[config.mk]
export PLATFORM = sky130hd
export DESIGN_NAME = ifetch_unit
export DESIGN_NICKNAME = d
export VERILOG_FILES = /design/src/rtl/ifetch_unit.sv
export SDC_FILE = /design/constraint.sdc
export NUM_CORES = 1
export LEC_CHECK = 0
export CAP_MARGIN = 5
export CORE_UTILIZATION = 46
export CTS_BUF_LIST = sky130_fd_sc_hd__clkbuf_8
export CTS_CLUSTER_SIZE = 16
export DETAILED_ROUTE_END_ITERATION = 10
export HOLD_SLACK_MARGIN = 0.02
export PLACE_DENSITY = 0.93
export SYNTH_ARGS = -nofsm -noshare
export SYNTH_HDL_FRONTEND = slang
export SYNTH_SLANG_ARGS = --single-unit
[constraint.sdc]
create_clock -name clk -period 2.5 [get_ports clk]
set_input_delay 0.25 -clock clk [delete_from_list [all_inputs] [get_ports clk]]
set_output_delay 0.25 -clock clk [all_outputs]
set_load 0.005 [all_outputs]
[src/rtl/ifetch_unit.sv]
// Instruction fetch stage: issues one in-order fetch at a time from the PC register
// value, captures the returned word into a single output register, and handles redirects.
module ifetch_unit #(
    parameter logic [31:0] RESET_INSTR = 32'h0000_0013
) (
    input  logic        clk,
    input  logic        reset,
    input  logic [63:0] pc_addr,
    input  logic        redirect,
    output logic        pc_enable,
    output logic        imem_req_valid,
    output logic [63:0] imem_req_addr,
    input  logic        imem_req_ready,
    input  logic        imem_resp_valid,
    input  logic [31:0] imem_resp_data,
    output logic        if_valid,
    output logic [31:0] if_instr,
    output logic [63:0] if_pc,
    output logic        if_misaligned,
    input  logic        id_ready
);

    typedef enum logic [1:0] {
        S_REQ  = 2'd0,
        S_WAIT = 2'd1,
        S_DROP = 2'd2,
        S_HALT = 2'd3
    } state_t;

    state_t      r_state;
    state_t      w_state_next;

    logic [63:0] r_req_pc;
    logic        r_if_valid;
    logic [31:0] r_if_instr;
    logic [63:0] r_if_pc;
    logic        r_if_misaligned;

    logic        w_out_free;
    logic        w_aligned;
    logic        w_req_valid;
    logic        w_handshake;
    logic        w_load_fetch;
    logic        w_load_fault;

    assign w_out_free  = !r_if_valid || id_ready;
    assign w_aligned   = (pc_addr[1:0] == 2'b00);
    assign w_handshake = w_req_valid && imem_req_ready;

    always_ff @(posedge clk) begin
        if (reset) begin
            r_state <= S_REQ;
        end else begin
            r_state <= w_state_next;
        end
    end

    always_comb begin
        w_state_next = r_state;
        w_req_valid  = 1'b0;
        w_load_fetch = 1'b0;
        w_load_fault = 1'b0;
        case (r_state)
            S_REQ: begin
                if (!redirect && w_out_free) begin
                    if (w_aligned) begin
                        w_req_valid = 1'b1;
                        if (imem_req_ready) begin
                            w_state_next = S_WAIT;
                        end
                    end else begin
                        w_load_fault = 1'b1;
                        w_state_next = S_HALT;
                    end
                end
            end
            S_WAIT: begin
                // A response landing together with a redirect is stale but still
                // retires the outstanding fetch, so there is nothing left to drop.
                if (redirect) begin
                    w_state_next = imem_resp_valid ? S_REQ : S_DROP;
                end else if (imem_resp_valid) begin
                    w_load_fetch = 1'b1;
                    w_state_next = S_REQ;
                end
            end
            S_DROP: begin
                if (imem_resp_valid) begin
                    w_state_next = S_REQ;
                end
            end
            S_HALT: begin
                if (redirect) begin
                    w_state_next = S_REQ;
                end
            end
            default: begin
                w_state_next = S_REQ;
            end
        endcase
        if (reset) begin
            w_req_valid  = 1'b0;
            w_load_fetch = 1'b0;
            w_load_fault = 1'b0;
        end
    end

    always_ff @(posedge clk) begin
        if (reset) begin
            r_req_pc <= 64'd0;
        end else if (w_handshake) begin
            r_req_pc <= pc_addr;
        end
    end

    // Output register: loads have priority over the consume-clear.
    always_ff @(posedge clk) begin
        if (reset) begin
            r_if_valid      <= 1'b0;
            r_if_instr      <= RESET_INSTR;
            r_if_pc         <= 64'd0;
            r_if_misaligned <= 1'b0;
        end else if (redirect) begin
            r_if_valid <= 1'b0;
        end else if (w_load_fault) begin
            r_if_valid      <= 1'b1;
            r_if_instr      <= RESET_INSTR;
            r_if_pc         <= pc_addr;
            r_if_misaligned <= 1'b1;
        end else if (w_load_fetch) begin
            r_if_valid      <= 1'b1;
            r_if_instr      <= imem_resp_data;
            r_if_pc         <= r_req_pc;
            r_if_misaligned <= 1'b0;
        end else if (r_if_valid && id_ready) begin
            r_if_valid <= 1'b0;
        end
    end

    assign pc_enable      = !reset && (redirect || w_handshake);
    assign imem_req_valid = w_req_valid;
    assign imem_req_addr  = pc_addr;
    assign if_valid       = r_if_valid;
    assign if_instr       = r_if_instr;
    assign if_pc          = r_if_pc;
    assign if_misaligned  = r_if_misaligned;

endmodule

-- Yosys cells after proc, flatten, opt, wreduce, memory -nomap -nowiden
Cells that the tools add are included.
- equality and inequality tests: 6
- mux-type cells: 29
- bitwise operators: 1
- reductions and logical operators: 16
- operators with widths (operator ; count):
    $mux W64 ; 2
    $mux W32 ; 2
    $mux W1 ; 17
    $mux W2 ; 7
    $pmux W2 S4 ; 1
    $eq A2 B2 Y1 const B ; 2
    $logic_and A1 B1 Y1 ; 4
    $logic_not A2 Y1 ; 2
    $ne A2 B2 Y1 const B ; 2
    $logic_not A1 Y1 ; 3
    $ne A3 B3 Y1 const B ; 1
    $reduce_and A3 Y1 ; 1
    $reduce_bool A3 Y1 ; 1
    $eq A2 B1 Y1 const B ; 1
    $logic_or A1 B1 Y1 ; 2
    $reduce_and A2 Y1 ; 1
    $reduce_bool A2 Y1 ; 1
    $reduce_or A2 Y1 ; 1
    $not A1 Y1 ; 1
- bits in registers: 164
- output and inout bits: 164

-- Depth between registers and ports, before layout
- depth after elaboration: 9
- mapped depth: 9

-- Worst setup path before layout
No wires, ideal clock.
- path kind: reg2out
- start point: register r_state[1]
- end point: output pc_enable
- data arrival time: 1769 ps
- required time: 2250 ps
- setup slack: 481 ps
- stages on the path, launching flop included: 9
- path through: dfxtp_1 -> or3_1 -> buf_2 -> or4_1 -> buf_6 -> inv_8 -> buf_6 -> a21oi_1 -> nor2_1
- cells in the longest elaborated chain, start to end: 6
- RTL lines (what ; RTL line ; source):
    start, declared ; 30 ; state_t r_state;
    start signal, assigned ; 54 ; r_state <= w_state_next;
    $logic_not A2 Y1 ; 63 ; case (r_state)
    $mux W1 ; 63 ;
    $mux W1 ; 101 ; if (reset) begin
    named net imem_req_valid ; 11 ; output logic imem_req_valid,
    $logic_and A1 B1 Y1 ; 48 ; assign w_handshake = w_req_valid && imem_req_ready;
    $logic_or A1 B1 Y1 ; 140 ; assign pc_enable = !reset && (redirect || w_handshake);
    $logic_and A1 B1 Y1 ; 140 ;
    end, declared ; 10 ; output logic pc_enable,
The timed path passes the listed nets, and every way through them passes these cells.

-- Worst setup path after layout
- start point: register r_state[1]
- end point: output imem_req_valid
- cells in the longest elaborated chain, start to end: 3
- RTL lines (what ; RTL line):
    $logic_not A2 Y1 ; 63
    $mux W1 ; 63
    $mux W1 ; 101
    end, declared ; 11
No other way between the ends.

==> metrics.md <==
| Metric | Value |
|---|---|
| Status | `finished clean` |
| Hold EP | `if_instr[26]` |
| Height of the die | `about 130 um` |
| Vias in the first global route | `6935` |
| Mapped Cells | `900` |
| Max VDD drop | `~0.42 mV` |
| Worst slew pin tran | `between 0.9 and 1 ns` |
| Chip width | `between 100 and 150 um` |
| Worst setup EP type | `output pin` |
| Reg2reg end | `r_req_pc[9]` |
| Slew HR | `about a third` |
| GRT busiest layer | `met2` |
| Max Slew Vio Count | `0` |
| Endpoints failing hold | `0` |
| Core ar. | `approximately 15000 um2` |
| CP max-delay cell | `or4_4` |
| Worst-path fanout max | `7` |
| CTS sink count | `about 160` |
| Vias per inst | `5.95` |
| Gr ovfl total | `0` |
| Area leader, netlist | `dfxtp_1` |
| Synthesized flop and latch total | `between 150 and 200` |
| CTS tree | `done` |
| Post-synth cell types | `29` |
| CP startpoint kind | `flip-flop` |
| Row cnt | `45` |
| CP max stage delay | `~0.48 ns` |
| Met3 GRT Util | `6.01%` |
| Met2 Use GR | `around 45%` |
| DR vias | `7564` |
| Initial antenna violation count | `0` |
| CP bufs+invs | `3` |
| DRC | `0` |
| Setup Fix Bufs, Post-CTS | `0` |
| Hold path start | `imem_resp_data[26]` |
| N_diodes | `0` |
| Starting density of the core | `a little under half` |
| Initial DRC count | `about 860` |
| Fin crit period | `2.37 ns` |
| First-pass GRT wire length | `around 35000 um` |
| Worst-Skew Late Latency | `roughly 0.46 ns` |
| HP Class | `input pin to flip-flop` |
| Hold_ws | `0.351 ns` |
| Layout cells sized above 1 | `approximately 6.5%` |
| Pre-CTS WS | `-0.283 ns` |
| Full die area | `approximately 16000 um2` |
| Sequential share of the synthesized area | `45.1%` |
| Synth area leaders | `dfxtp_1 45%, a21oi_1 11%, a311oi_1 7.8%` |
| Fin cells | `1271` |
| Worst EP required | `2.25 ns` |
| Worst Path Arrival | `approximately 2.1 ns` |
| Final worst path period share | `between 90% and 100%` |
| CTS H-tree lvls | `4` |
| Crit-path cells | `or3_1 > or4_4 > inv_8 > buf_4 > dlygate4sd2_1` |
| F_max | `roughly 420 MHz` |
| Reg-to-Reg Start | `r_state[1]` |
| Syn Std Cell Area | `between 7000 and 8000 um2` |
| R2R Setup Slk | `~0.23 ns` |
| Post-Syn Area per Cell | `around 8 um2` |
| Final Power | `approximately 5.8 mW` |
| PwrDens | `between 500 and 600 nW/um2` |
| RSZ-0062 raised after global routing | `no` |
| Worst Hold Depth | `3` |
| Drt pass-1 iters | `5` |
| CTS buffer count | `17` |
| Yosys top cell area share | `approximately 45%` |
| Post-route setup slack | `between 0.1 and 0.15 ns` |
| WS Path Type | `flip-flop to output pin` |
| Count of warnings emitted by yosys | `0` |
| Final setup fails | `0` |
| GR Util met1 | `32.7%` |
| Synth Net Count | `~1000` |
| CTS max path bufs | `2` |
| Crit-path leading delay family | `simple AND/OR/NAND/NOR gates` |
| Clock Root Buffer | `clkbuf_8` |
| Overall Global Routing Usage | `26.8%` |
| Clk slew on worst S/H paths | `about 0.090 ns` |
| P&R area growth vs syn | `36.8%` |
| Routed length per placed instance | `about 18 um` |
| Placed insts | `1239` |
| Routability congestion estimate | `between 0.7 and 0.8` |
| # nets final | `approximately 1100` |
| Leakage power total | `between 3 and 4 nW` |
| Port Buffers | `265` |
| Max_cap viols | `0` |
| Io pins | `around 270` |
| Worst Skew | `roughly 0.016 ns` |
| Antenna-violating nets left | `0` |
| WL final | `~22000 um` |
| Post-DP HPWL | `approximately 14000 um` |
| Worst R2R Path Depth | `6` |
| Largest net degree at the start of global routing | `98` |
cell families after synthesis:
kind of cell	Yosys count	share of synthesized area, %
simple gates	244	15.3
compound gates	326	26.1
buf+inv	166	13.4
flops	164	45.1
worst register-to-register path: stages, from the launching register on:
cell and delay (ns):
dfxtp_1 0.33, or3_1 0.39, or4_4 0.48, inv_8 0.07
buf_4 0.54, nand3_1 0.20, a21oi_1 0.17
power breakdown:
| group | total, mW | leakage (nW) | internal [mW] | switching [mW] |
|---|---|---|---|---|
| registers | 2.79 | 1.33 | 2.73 | 0.0631 |
| clock network | 1.91 | 0.190 | 0.882 | 1.03 |
| logic | 1.13 | 1.63 | 0.568 | 0.560 |
| total | 5.83 | 3.15 | 4.18 | 1.65 |
what timing repair did:
item | 4_1_cts | 5_1_grt
gates resized for setup | 3 | 0
hold buffers | 0 | 0
setup endpoints to repair | 2 | 0
layout by cell type, fill, tap and decap left out, drive strengths merged, types with 3 or more instances in the layout:
cell type | netlist | final
dfxtp | 164 | 164
inv | 3 | 6
nand4 | 29 | 29
clkinvlp | 0 | 4
clkbuf | 66 | 20
buf | 97 | 28
clkdlybuf4s50 | 0 | 261
o21bai | 3 | 3
a21oi | 161 | 161
a311oi | 65 | 65
o21ai | 93 | 93
nor4 | 5 | 5
nand2 | 129 | 129
nor2 | 8 | 8
nand3 | 62 | 62
clkinv | 0 | 4
worst max-delay path by stage:
| stage | slack (ns) | startpoint | to | cells after the start |
|---|---|---|---|---|
| 3_5_place_dp | -0.28 | pc_addr[0] | r_req_pc[6] | 7 |
| 6_report | 0.13 | r_state[1] | imem_req_valid | 5 |
| 2_1_floorplan | 0.48 | r_state[1] | pc_enable | 8 |
| 5_1_grt | 0.07 | r_state[1] | pc_enable | 6 |
| 4_1_cts | 0.11 | r_state[1] | pc_enable | 6 |
| 3_3_place_gp | -0.21 | pc_addr[0] | pc_enable | 7 |
final cells by class:
type                       instances  area, um2
clock buffer                      20        275
tap                              211        264
inverter                           3       18.8
timing repair buffer             291       2940
fill                            1235       5360
sequential                       164       3280
clock inverter                    12        120
multi-input combinational        570       3050
per-layer routing:
metal  part of all wire (%)  wire, um  up-vias
met2                     48     10800      493
met5                      0         0        -
met3                     10      2350       53
li1                       -         -     3471
met1                     38      8550     3547
met4                    2.8       623        0
through the flow:
step / cell area [um2] / TNS (ns) / util [%]
2_1_floorplan: 7270 / 0 / -
4_1_cts: 9950 / 0 / 65.0
3_3_place_gp: 9560 / -10.26 / 62.4
5_1_grt: 9950 / 0 / 65.0
3_5_place_dp: 9560 / -14.06 / 62.4
6_report: 9950 / 0 / 65.0
synthesized netlist by cell type, drive strengths merged:
cell and number:
o21ai 93, or3 1, nor2b 2, buf 97, nand2 129, nor3b 2
o31a 1, nor2 8, nor4 5, o31ai 1, or4 2, o21bai 3
a311oi 65, dfxtp 164, or2 1, nand3 62, a211oi 1, inv 3
a21oi 161, nand2b 1, clkbuf 66, nand4 29, o211ai 1, nor3 2
sequential cells by signal, summed over array words and instances (netlist names):
register       cells
r_req_pc          64
if_pc             64
if_misaligned      1
r_state            2
if_valid           1
if_instr          32
Note: power is estimated with default switching activity, not from simulation.
